**config.mk**
```make
export PLATFORM = sky130hd
export DESIGN_NAME = i2c_reg_bank
export DESIGN_NICKNAME = d
export VERILOG_FILES = /design/src/rtl/i2c_reg_bank.sv
export SDC_FILE = /design/constraint.sdc
export NUM_CORES = 1
export LEC_CHECK = 0
export BUFFER_PORTS_ARGS = -buffer_cell sky130_fd_sc_hd__buf_2
export CAP_MARGIN = 20
export CORE_UTILIZATION = 25
export DETAILED_ROUTE_END_ITERATION = 16
export GPL_ROUTABILITY_DRIVEN = 0
export SLEW_MARGIN = 30
export SYNTH_ARGS = -nofsm -noshare
export SYNTH_HDL_FRONTEND = slang
export SYNTH_SLANG_ARGS = --single-unit
```
**constraint.sdc**
```tcl
create_clock -name clk -period 10 [get_ports clk]
set_input_delay 2.5 -clock clk [delete_from_list [all_inputs] [get_ports clk]]
set_output_delay 2.5 -clock clk [all_outputs]
set_load 0.03 [all_outputs]
```
**src/rtl/i2c_reg_bank.sv**
```systemverilog
// Register bank, command buffer and TX/RX byte FIFOs for the I2C controller.
// Optional feature macro: I2C_REGBANK_IRQ_EN (CTRL[1] irq_en and the irq output).
module i2c_reg_bank #(
  parameter int TX_DEPTH = 4,
  parameter int RX_DEPTH = 4
) (
  input  logic       clk,
  input  logic       rst_n,
  input  logic       reg_wr,
  input  logic       reg_rd,
  input  logic [3:0] reg_addr,
  input  logic [7:0] reg_wdata,
  output logic [7:0] reg_rdata,
  output logic       reg_ready,
  output logic       core_en,
  output logic [15:0] prescale,
  output logic       cmd_valid,
  input  logic       cmd_ready,
  output logic [4:0] cmd,
  output logic       tx_valid,
  input  logic       tx_ready,
  output logic [7:0] tx_data,
  input  logic       rx_valid,
  input  logic [7:0] rx_data,
  input  logic       core_busy,
  input  logic       core_done,
  input  logic       core_ack_err,
  input  logic       core_arb_lost,
  output logic       irq
);
  localparam int TXW = $clog2(TX_DEPTH);
  localparam int RXW = $clog2(RX_DEPTH);

  typedef enum logic {S_IDLE, S_RESP} bus_state_t;

  bus_state_t r_state;
  logic [7:0] r_rdata;
  logic       r_ready;
  logic       r_en;
  logic [7:0] r_presc_lo;
  logic [7:0] r_presc_hi;
  logic       r_cmd_valid;
  logic [4:0] r_cmd;
  logic       r_done;
  logic       r_ack_err;
  logic       r_arb_lost;
  logic [2:0] r_err;

  logic [7:0]   r_tx_mem [TX_DEPTH];
  logic [TXW-1:0] r_tx_wr;
  logic [TXW-1:0] r_tx_rd;
  logic [TXW:0]   r_tx_cnt;
  logic [7:0]   r_rx_mem [RX_DEPTH];
  logic [RXW-1:0] r_rx_wr;
  logic [RXW-1:0] r_rx_rd;
  logic [RXW:0]   r_rx_cnt;

  logic       w_acc, w_wr, w_rd;
  logic       w_tx_full, w_tx_empty, w_rx_full, w_rx_empty;
  logic       w_tx_pop, w_tx_push_req, w_tx_push, w_tx_ovf;
  logic       w_rx_pop, w_rx_push, w_rx_ovf;
  logic       w_cmd_wr, w_cmd_ovf, w_flush, w_irq_clr, w_err_wr;
  logic       w_irq_en;
  logic [7:0] w_status;
  logic [7:0] w_rdata;

  // reg_wr wins when both strobes are raised, so an access is a read only without reg_wr
  assign w_acc = (r_state == S_IDLE) && (reg_wr || reg_rd);
  assign w_wr  = w_acc && reg_wr;
  assign w_rd  = w_acc && !reg_wr;

  assign w_tx_full  = (r_tx_cnt == (TXW+1)'(TX_DEPTH));
  assign w_tx_empty = (r_tx_cnt == '0);
  assign w_rx_full  = (r_rx_cnt == (RXW+1)'(RX_DEPTH));
  assign w_rx_empty = (r_rx_cnt == '0);

  assign w_tx_pop      = tx_ready && !w_tx_empty;
  assign w_tx_push_req = w_wr && (reg_addr == 4'h3);
  assign w_tx_push     = w_tx_push_req && (!w_tx_full || w_tx_pop);
  assign w_tx_ovf      = w_tx_push_req && w_tx_full && !w_tx_pop;
  assign w_rx_pop      = w_rd && (reg_addr == 4'h4) && !w_rx_empty;
  assign w_rx_push     = rx_valid && (!w_rx_full || w_rx_pop);
  assign w_rx_ovf      = rx_valid && w_rx_full && !w_rx_pop;
  assign w_cmd_wr      = w_wr && (reg_addr == 4'h5);
  assign w_cmd_ovf     = w_cmd_wr && r_cmd_valid;
  assign w_flush       = w_wr && (reg_addr == 4'h0) && !reg_wdata[0];
  assign w_irq_clr     = w_wr && (reg_addr == 4'h7);
  assign w_err_wr      = w_wr && (reg_addr == 4'h8);

  assign w_status = {r_arb_lost, r_ack_err, r_done, w_rx_empty, w_tx_empty,
                     w_tx_full, r_cmd_valid, core_busy};

  always_comb begin
    w_rdata = 8'h00;
    case (reg_addr)
      4'h0: w_rdata = {6'b0, w_irq_en, r_en};
      4'h1: w_rdata = r_presc_lo;
      4'h2: w_rdata = r_presc_hi;
      4'h4: w_rdata = w_rx_empty ? 8'h00 : r_rx_mem[r_rx_rd];
      4'h6: w_rdata = w_status;
      4'h8: w_rdata = {5'b0, r_err};
      default: w_rdata = 8'h00;
    endcase
  end

  always_ff @(posedge clk) begin
    if (w_tx_push) r_tx_mem[r_tx_wr] <= reg_wdata;
    if (w_rx_push) r_rx_mem[r_rx_wr] <= rx_data;
  end

  always_ff @(posedge clk) begin
    if (!rst_n) begin
      r_state     <= S_IDLE;
      r_rdata     <= 8'h00;
      r_ready     <= 1'b0;
      r_en        <= 1'b0;
      r_presc_lo  <= 8'hFF;
      r_presc_hi  <= 8'h00;
      r_cmd_valid <= 1'b0;
      r_cmd       <= 5'h00;
      r_done      <= 1'b0;
      r_ack_err   <= 1'b0;
      r_arb_lost  <= 1'b0;
      r_err       <= 3'b000;
      r_tx_wr     <= '0;
      r_tx_rd     <= '0;
      r_tx_cnt    <= '0;
      r_rx_wr     <= '0;
      r_rx_rd     <= '0;
      r_rx_cnt    <= '0;
    end else begin
      r_state <= w_acc ? S_RESP : S_IDLE;
      r_ready <= w_acc;
      r_rdata <= w_rd ? w_rdata : 8'h00;

      if (w_wr && reg_addr == 4'h0) r_en <= reg_wdata[0];
      if (w_wr && reg_addr == 4'h1) r_presc_lo <= reg_wdata;
      if (w_wr && reg_addr == 4'h2) r_presc_hi <= reg_wdata;

      if (w_cmd_wr && !r_cmd_valid) begin
        r_cmd_valid <= 1'b1;
        r_cmd       <= reg_wdata[4:0];
      end else if (w_flush || (r_cmd_valid && cmd_ready)) begin
        r_cmd_valid <= 1'b0;
      end

      // a core pulse in the same cycle as a clear keeps the flag set
      r_done     <= core_done     | (r_done     & ~(w_irq_clr & reg_wdata[5]));
      r_ack_err  <= core_ack_err  | (r_ack_err  & ~(w_irq_clr & reg_wdata[6]));
      r_arb_lost <= core_arb_lost | (r_arb_lost & ~(w_irq_clr & reg_wdata[7]));
      r_err      <= {w_cmd_ovf, w_rx_ovf, w_tx_ovf} |
                    (r_err & ~(w_err_wr ? reg_wdata[2:0] : 3'b000));

      if (w_flush) begin
        r_tx_wr  <= '0;
        r_tx_rd  <= '0;
        r_tx_cnt <= '0;
        r_rx_wr  <= '0;
        r_rx_rd  <= '0;
        r_rx_cnt <= '0;
      end else begin
        if (w_tx_push) r_tx_wr <= r_tx_wr + TXW'(1);
        if (w_tx_pop)  r_tx_rd <= r_tx_rd + TXW'(1);
        r_tx_cnt <= r_tx_cnt + (TXW+1)'(w_tx_push) - (TXW+1)'(w_tx_pop);
        if (w_rx_push) r_rx_wr <= r_rx_wr + RXW'(1);
        if (w_rx_pop)  r_rx_rd <= r_rx_rd + RXW'(1);
        r_rx_cnt <= r_rx_cnt + (RXW+1)'(w_rx_push) - (RXW+1)'(w_rx_pop);
      end
    end
  end

`ifdef I2C_REGBANK_IRQ_EN
  logic r_irq_en;
  logic r_irq;

  always_ff @(posedge clk) begin
    if (!rst_n) begin
      r_irq_en <= 1'b0;
      r_irq    <= 1'b0;
    end else begin
      if (w_wr && reg_addr == 4'h0) r_irq_en <= reg_wdata[1];
      r_irq <= r_irq_en & (r_done | r_ack_err | r_arb_lost);
    end
  end

  assign w_irq_en = r_irq_en;
  assign irq      = r_irq;
`else
  assign w_irq_en = 1'b0;
  assign irq      = 1'b0;
`endif

  assign reg_rdata = r_rdata;
  assign reg_ready = r_ready;
  assign core_en   = r_en;
  assign prescale  = {r_presc_hi, r_presc_lo};
  assign cmd_valid = r_cmd_valid;
  assign cmd       = r_cmd;
  assign tx_valid  = !w_tx_empty;
  assign tx_data   = w_tx_empty ? 8'h00 : r_tx_mem[r_tx_rd];
endmodule

```
## Word-level counts from Yosys, hierarchy flattened

Memory sizes are Yosys's and may differ from the RTL's. A register that Yosys moved wholly into a read port is not among the register bits.
Cells that the tools add are included.

- Multiplexer cells: 15
- Reductions and logical operators: 42
- Eq/ne operators: 10
- Add/sub/neg operators: 8
- Bitwise gates (word level): 17

Operator list:

| kind | number |
|---|---|
| $pmux W8 S6 | 1 |
| $logic_and A1 B1 Y1 | 23 |
| $eq A4 B3 Y1 const B | 4 |
| $mux W8 | 2 |
| $logic_not A1 Y1 | 9 |
| $add A2 B1 Y2 const B | 4 |
| $eq A4 B2 Y1 const B | 2 |
| $mux W2 | 4 |
| $mux W1 | 7 |
| $add A3 B1 Y3 | 2 |
| $and A1 B1 Y1 | 6 |
| $eq A3 B3 Y1 const B | 2 |
| $logic_not A3 Y1 | 2 |
| $sub A3 B1 Y3 | 2 |
| $not A1 Y1 | 5 |
| $eq A4 B1 Y1 const B | 1 |
| $eq A4 B4 Y1 const B | 1 |
| $logic_not A4 Y1 | 1 |
| $logic_or A1 B1 Y1 | 4 |
| $and A3 B3 Y3 | 1 |
| $mux W3 | 1 |
| $not A3 Y3 | 1 |
| $or A1 B1 Y1 | 3 |
| $or A3 B3 Y3 | 1 |
| 3 further kinds | 3 |

- Memories: 2
- Output and inout port bits: 42
- RAM bits: 64
- Input port bits: 31
- Logic and storage cells: 112
- Register bits: 53

Memories:

| name | depth | bits a word | read ports | clocked after Yosys merged registers in | wr ports | RTL line | source |
|---|---|---|---|---|---|---|---|
| r_rx_mem | 4 | 8 | 1 | 1 | 1 | 53 | `logic [7:0] r_rx_mem [RX_DEPTH];` |
| r_tx_mem | 4 | 8 | 1 | 1 | 1 | 49 | `logic [7:0] r_tx_mem [TX_DEPTH];` |

## Longest topological paths before layout

Gate-level depths: netlist of run 1.

- Depth after elaboration: 9
- Mapped depth: 12

## Least setup slack after synthesis of run 1

Ideal clock, no wire load.

- Path type: input -> register
- From: input reg_addr[1]
- To: register r_rx_cnt[2]
- Stages: 12
- Slack: 5074 ps
- Data arrival time: 4811 ps
- Required time: 9885 ps
- Cells stage by stage: or4b_4 -> o211ai_1 -> and2_1 -> inv_1 -> ha_1 -> inv_1 -> ha_1 -> inv_1 -> fa_1 -> xor2_1 -> xnor2_1 -> nor2_1

- Cells in the longest elaborated chain, start to end: 7

RTL lines:

| what | RTL line | source |
|---|---|---|
| from (decl) | 11 | `input logic [3:0] reg_addr,` |
| $eq A4 B3 Y1 | 81 | `assign w_rx_pop = w_rd && (reg_addr == 4'h4) && !w_rx_empty;` |
| $logic_and A1 B1 Y1 (2 in a row) | 81 |  |
| $logic_or A1 B1 Y1 | 82 | `assign w_rx_push = rx_valid && (!w_rx_full \|\| w_rx_pop);` |
| $logic_and A1 B1 Y1 | 82 |  |
| $add A3 B1 Y3 | 167 | `r_rx_cnt <= r_rx_cnt + (RXW+1)'(w_rx_push) - (RXW+1)'(w_rx_pop);` |
| $sub A3 B1 Y3 | 167 |  |
| to (signal assigned) | 167 |  |
| to (decl) | 56 | `logic [RXW:0] r_rx_cnt;` |

Several ways; a longest one is shown, not always the timed one.
A chain may end at the register's enable or synchronous reset.

## Worst setup path in the final report of run 1

- From: input reg_addr[0]
- To: register r_rx_cnt[2]

Same word-level chain as after synthesis.

==> results_dict.tcl, run 1 <==
set metrics [dict create \
    endpoint_kind "flip-flop" \
    rsz0062_at_grt "false" \
    wl_um 12400 \
    min_from "r_presc_lo[3]" \
    hold_path_class "flip-flop to flip-flop" \
    drt_iter0_drc 189 \
    ctsHoldBuffers 0 \
    yosysSeqAreaShare_pct 60.5 \
    worstHoldEndpoint "r_presc_lo[3]" \
    final_antenna_net_count 0 \
    grt_overflow 0 \
    drc 0 \
    nets 508 \
    synth_edf_count 64 \
    worstSetupStartpointType "input port" \
    timing.final.ws_setup_ns 5.00 \
    cts-root-buf "clkbuf_16" \
    detail_route.wl_per_cell_um 16.7 \
    post-route-min-period_ns 5.00 \
    die_x_um 144 \
    syn-num-nets 433 \
    synthToLayoutAreaGrowth_pct 24.5 \
    synth_flop_cell "edfxtp_1" \
    std_cell_rows 51 \
    place_area_mm2 0.00565 \
    cts_tree "built" \
    vdd_drop_max_v 0.000119 \
    synth.ff_latch_count 120 \
    routed.top_layer "met5" \
    r2r-end "r_rx_cnt[2]" \
    drt_pass1_iterations 5 \
    wl_met3_um 704 \
    final_common_cell "buf_2" \
    cp.arrival_ns 5.29 \
    grt_pass1_wl_um 19300 \
    fp.coreArea_mm2 0.0196 \
    synth_warnings 0 \
    die_h_um 144 \
    drive_above_1_share_pct 26.5 \
    io_pins 73 \
    final-seq-area_mm2 0.00304 \
    start_util_pct 25.7 \
    cts.repair.resized 0 \
    critPathKind "input port to flip-flop" \
    clock_sinks 120 \
    rrSetupSlack_ns 6.98 \
    final_cell_mix "buf_2 (71), edfxtp_1 (64), dfxtp_1 (56)" \
    maxSlewViolCount 0 \
    grt_max_degree 33 \
    tightest_slew_ns 0.942 \
    h-tree-depth 4 \
    place_ws_ns 4.55 \
    crit_fanout 15 \
    power.density_mw_per_mm2 227 \
    slew_headroom_pct 37.1 \
    clk_pin_slew_ns 0.06 \
    die_area_mm2 0.0207 \
    tns_ns 0 \
    setup_violations 0 \
    post-dp-hpwl_um 9140 \
    synth_area_mm2 0.00503 \
    post-route-period-util_pct 50.0 \
    io_buffers 71 \
    leakage_uw 0.00230 \
    fillCellCount 1965 \
    clock_path_buffers 2 \
    async_reset_ff_share_pct 0 \
    cts_buffers 17 \
    r2r-start "r_state" \
    grt_usage_pct 13.0 \
    crit_required_ns 10.29 \
    wl_met1_um 5180 \
    syn_avg_cell_area_um2 13.0 \
    clock_latency_ns 0.42 \
    antenna_cells 0 \
    design_area_mm2 0.00626 \
    vias_per_cell 4.51 \
    grt_antenna_before_repair 1 \
    synthCells 388 \
    wl_met2_um 6180 \
    synth_top_area_share_pct 38.2 \
    ff2ff_path_depth 12 \
    hold_depth 2 \
    synth_cell_type_count 55 \
    fmax_ghz 0.200 \
    multi_input_area_mm2 0.00187 \
    fin_skew_ns 0.0100 \
    synth_area_leader_cell "edfxtp_1" \
    postCtsSetupRepairBufs 0 \
    vias 3340 \
    status "finished clean" \
    maxCapViolCount 0 \
    grt_pass1_vias 3434 \
    synthTopCellsByArea "edfxtp_1 (38%), dfxtp_1 (22%), mux4_2 (7.2%)" \
    hold_violations 0 \
]
## worst max-delay path: stages
cell      delay, ns
buf_2          0.18
or4b_4         0.56
o211ai_1       0.52
and2_1         0.25
inv_1          0.05
ha_1           0.27
inv_1          0.06
ha_1           0.13
inv_1          0.05
fa_1           0.37
xor2_1         0.17
xnor2_1        0.14
nor2_1         0.05
## stage by stage
step	hold slack, ns	utilization [%]	total power, uW	std cells
CTS	0.490	31.9	1430	740
global placement	0.468	28.8	810	708
global route	0.512	31.9	1480	741
finish	0.493	31.9	1420	741
floorplan	0.443	-	747	388
detailed placement	0.478	28.8	818	708
## kinds of logic (layout without fill, tap and decap cells)
| logic type | after synthesis | in the layout | share of synthesized area [%] |
|---|---|---|---|
| flip-flops | 120 | 120 | 60.5 |
| AND/OR/NAND/NOR | 140 | 140 | 15.0 |
| multiplexers | 24 | 24 | 8.76 |
| other | 1 | 1 | 0.0746 |
| XOR/XNOR | 8 | 8 | 1.39 |
| buffers and inverters | 30 | 118 | 2.46 |
| adder cells (fa/ha/maj) | 14 | 14 | 3.78 |
| AO/OA/AOI/OAI | 51 | 51 | 7.99 |
## layout make-up
cell class                 instances  share of cell area (%)
timing repair buffer              73                    5.98
clock inverter                     7                    1.42
clock buffer                      25                    8.10
sequential                       120                    48.6
inverter                          13                   0.780
multi-input combinational        238                    29.8
tap                              265                    5.30
## state kept, by name, indices dropped and copies added, names as in the netlist, named ones only
register / flops
r_presc_hi: 8
r_tx_rd: 2
r_err: 3
r_state: 1
r_tx_mem: 32
r_rx_mem: 32
reg_rdata: 8
r_presc_lo: 8
r_rx_cnt: 3
r_tx_cnt: 3
r_rx_wr: 2
r_arb_lost: 1
cmd_valid: 1
cmd: 5
core_en: 1
r_tx_wr: 2
r_done: 1
r_rx_rd: 2
r_ack_err: 1
## synthesized netlist by cell type (6+ instances only)
cell	number
nand2_1	36
nor2_1	26
inv_1	13
a22oi_1	6
a21oi_1	7
and2_1	16
ha_1	12
nand2b_1	6
mux2i_1	8
clkbuf_1	10
nor2b_1	12
edfxtp_1	64
dfxtp_1	56
mux4_2	16
a21boi_0	12
nand3_1	20
## power by group
part / total [uW] / switching, uW / internal, uW
combinational: 228 / 138 / 89.9
sequential: 579 / 28.0 / 551
clock: 615 / 215 / 400
## how the worst max path moves through the flow
stage | startpoint | to | cells past startpoint
2_1_floorplan | reg_addr[1] | r_rx_cnt[2] | 12
3_3_place_gp | reg_addr[1] | r_rx_cnt[2] | 13
3_5_place_dp | reg_addr[0] | r_rx_cnt[2] | 13
4_1_cts | reg_addr[0] | r_rx_cnt[2] | 13
5_1_grt | reg_addr[0] | r_rx_cnt[2] | 13
6_report | reg_addr[0] | r_rx_cnt[2] | 13
## routing by layer
layer / global-route usage, % / up-vias
li1: - / 1575
met1: 14.8 / 1622
met2: 21.9 / 105
met3: 4.23 / 36
met4: 6.27 / 2
met5: 0 / -
No activity file was read; power rests on OpenSTA's default activity.
==> run 2: changes to the inputs <==
- clock period: 10 -> 4.46 ns (I/O delays scaled with it)
==> results_dict.tcl, run 2 (synthesis results as in run 1) <==
set metrics [dict create \
    start_util_pct 25.7 \
    clock_latency_ns 0.42 \
    maxCapViolCount 0 \
    clock_sinks 120 \
    nets 509 \
    power.density_mw_per_mm2 522 \
    detail_route.wl_per_cell_um 16.3 \
    path_cells "buf_2, or4b_1, nor3b_4, inv_1, ha_1, inv_1, ha_1, inv_1, fa_1, xor2_1, xnor2_1, nor2_1" \
    std_cell_rows 51 \
    post-route-period-util_pct 76.6 \
    cts-root-buf "clkbuf_16" \
    clk_pin_slew_ns 0.06 \
    post-dp-hpwl_um 9050 \
    tns_ns 0 \
    critPathKind "input port to flip-flop" \
    antenna_cells 0 \
    slew_headroom_pct 40.4 \
    setup_violations 0 \
    grt_pass1_wl_um 18800 \
    fin_skew_ns 0.00908 \
    rsz0062_at_grt "false" \
    worstHoldEndpoint "r_err[0]" \
    total_power_uw 3290 \
    final_cells 742 \
    min_from "r_err[0]" \
    drt_iter0_drc 205 \
    drt_pass1_iterations 4 \
    rrSetupSlack_ns 1.61 \
    ctsHoldBuffers 0 \
    r2r-start "r_state" \
    drc 0 \
    hold_path_class "flip-flop to flip-flop" \
    grt_pass1_vias 3383 \
    tightest_slew_ns 0.892 \
    status "finished clean" \
    leakage_uw 0.00232 \
    ff2ff_path_depth 11 \
    io_pins 73 \
    r2r-end "r_tx_cnt[2]" \
    reg.largest.list "r_rx_mem: 32 flops, r_tx_mem: 32 flops" \
    place_ws_ns 0.572 \
    hold_depth 2 \
    die_x_um 144 \
    fp.coreArea_mm2 0.0196 \
    io_buffers 71 \
    critPathSlowestCell "or4b_1" \
    endpoint_kind "flip-flop" \
    combPwrFrac_pct 15.3 \
    maxSlewViolCount 0 \
    final_common_cell "buf_2" \
    fmax_ghz 0.293 \
    wl_um 12100 \
    vias 3275 \
    cp.arrival_ns 3.72 \
    crit_family "simple AND/OR/NAND/NOR gates" \
    worstSetupStartpointType "input port" \
    grt_usage_pct 12.7 \
    switchingPower_uw 834 \
    cts_tree "built" \
    place_inst 709 \
    final_antenna_net_count 0 \
    grt_overflow 0 \
    synthToLayoutAreaGrowth_pct 25.5 \
    vias_per_cell 4.41 \
    grt_antenna_before_repair 2 \
    drive_above_1_share_pct 26.4 \
    p_seq_share_pct 39.5 \
    timing.final.ws_setup_ns 1.04 \
    vdd_drop_max_v 0.000280 \
    grt_max_degree 33 \
    clock_path_buffers 2 \
    h-tree-depth 4 \
    die_h_um 144 \
    crit_required_ns 4.77 \
    slowest_delay_ns 0.69 \
    swShare_pct 25.3 \
    die_area_mm2 0.0207 \
    postCtsSetupRepairBufs 0 \
    post-route-min-period_ns 3.42 \
    cp_num_buf_inv 4 \
    cts.repair.resized 0 \
    crit_fanout 15 \
    hold_violations 0 \
    fin_hold_ws_ns 0.472 \
    p_clk_share_pct 45.2 \
    crit_top_cell "inv_1" \
    cts_buffers 17 \
    internal-power_uw 2460 \
    final_cell_mix "buf_2 (71), edfxtp_1 (64), dfxtp_1 (56)" \
]
[run 2: cell count changes in the layout (fill, tap and decap cells not counted), sizes merged]
| cell | change |
|---|---|
| buf | +1 |
| bufinv | +3 |
| clkbuf | -1 |
| clkinv | -1 |
| clkinvlp | -1 |
[run 2: layout make-up]
type	instances	area (um^2)
fillers	1958	13300
clock inverters	8	166
inverters	13	48.8
clock buffers	24	472
repair buffers	74	382
multi-input cells	238	1870
flip-flops and latches	120	3040
well taps	265	332
[run 2: how the worst max path moves through the flow]
stage | slack [ns] | startpoint | cells past startpoint | to
after floorplan | 0.92 | reg_addr[1] | 12 | r_rx_cnt[2]
after global placement | 0.67 | reg_addr[3] | 12 | r_tx_cnt[2]
after detailed placement | 0.57 | reg_addr[3] | 12 | r_tx_cnt[2]
after CTS | 1.01 | reg_addr[3] | 12 | r_tx_cnt[2]
after global routing | 0.84 | reg_addr[0] | 14 | r_rx_cnt[2]
final | 1.04 | reg_addr[3] | 12 | r_tx_cnt[2]
[run 2: worst reg2reg max path, delay by kind of cell, from the launching register on]
family | cells | cell delay, ns
fa+ha+maj | 3 | 0.79
simple gates | 3 | 1.07
xor+xnor | 2 | 0.32
buf+inv | 3 | 0.19
flops | 1 | 0.36
[run 2: power by group through the flow]
| stage | sequential (uW) | clock [uW] | combinational (uW) |
|---|---|---|---|
| 2_1_floorplan | 1300 | 0 | 379 |
| 3_3_place_gp | 1320 | 0 | 501 |
| 3_5_place_dp | 1320 | 0 | 515 |
| 4_1_cts | 1300 | 1510 | 516 |
| 5_1_grt | 1310 | 1560 | 560 |
| 6_report | 1300 | 1490 | 505 |
[run 2: layer usage]
layer	GRT usage (%)	part of all wire [%]	up-vias
met5	0	0.22	-
met4	5.43	2.4	4
met3	4.83	5.8	25
met2	21.4	49	77
met1	14.3	43	1591
li1	-	-	1578
[run 2: stage by stage]
step	instance area, um^2	utilization, %
finish	6310	32.2
floorplan	5030	-
global route	6310	32.2
global placement	5660	28.9
CTS	6300	32.1
detailed placement	5660	28.9
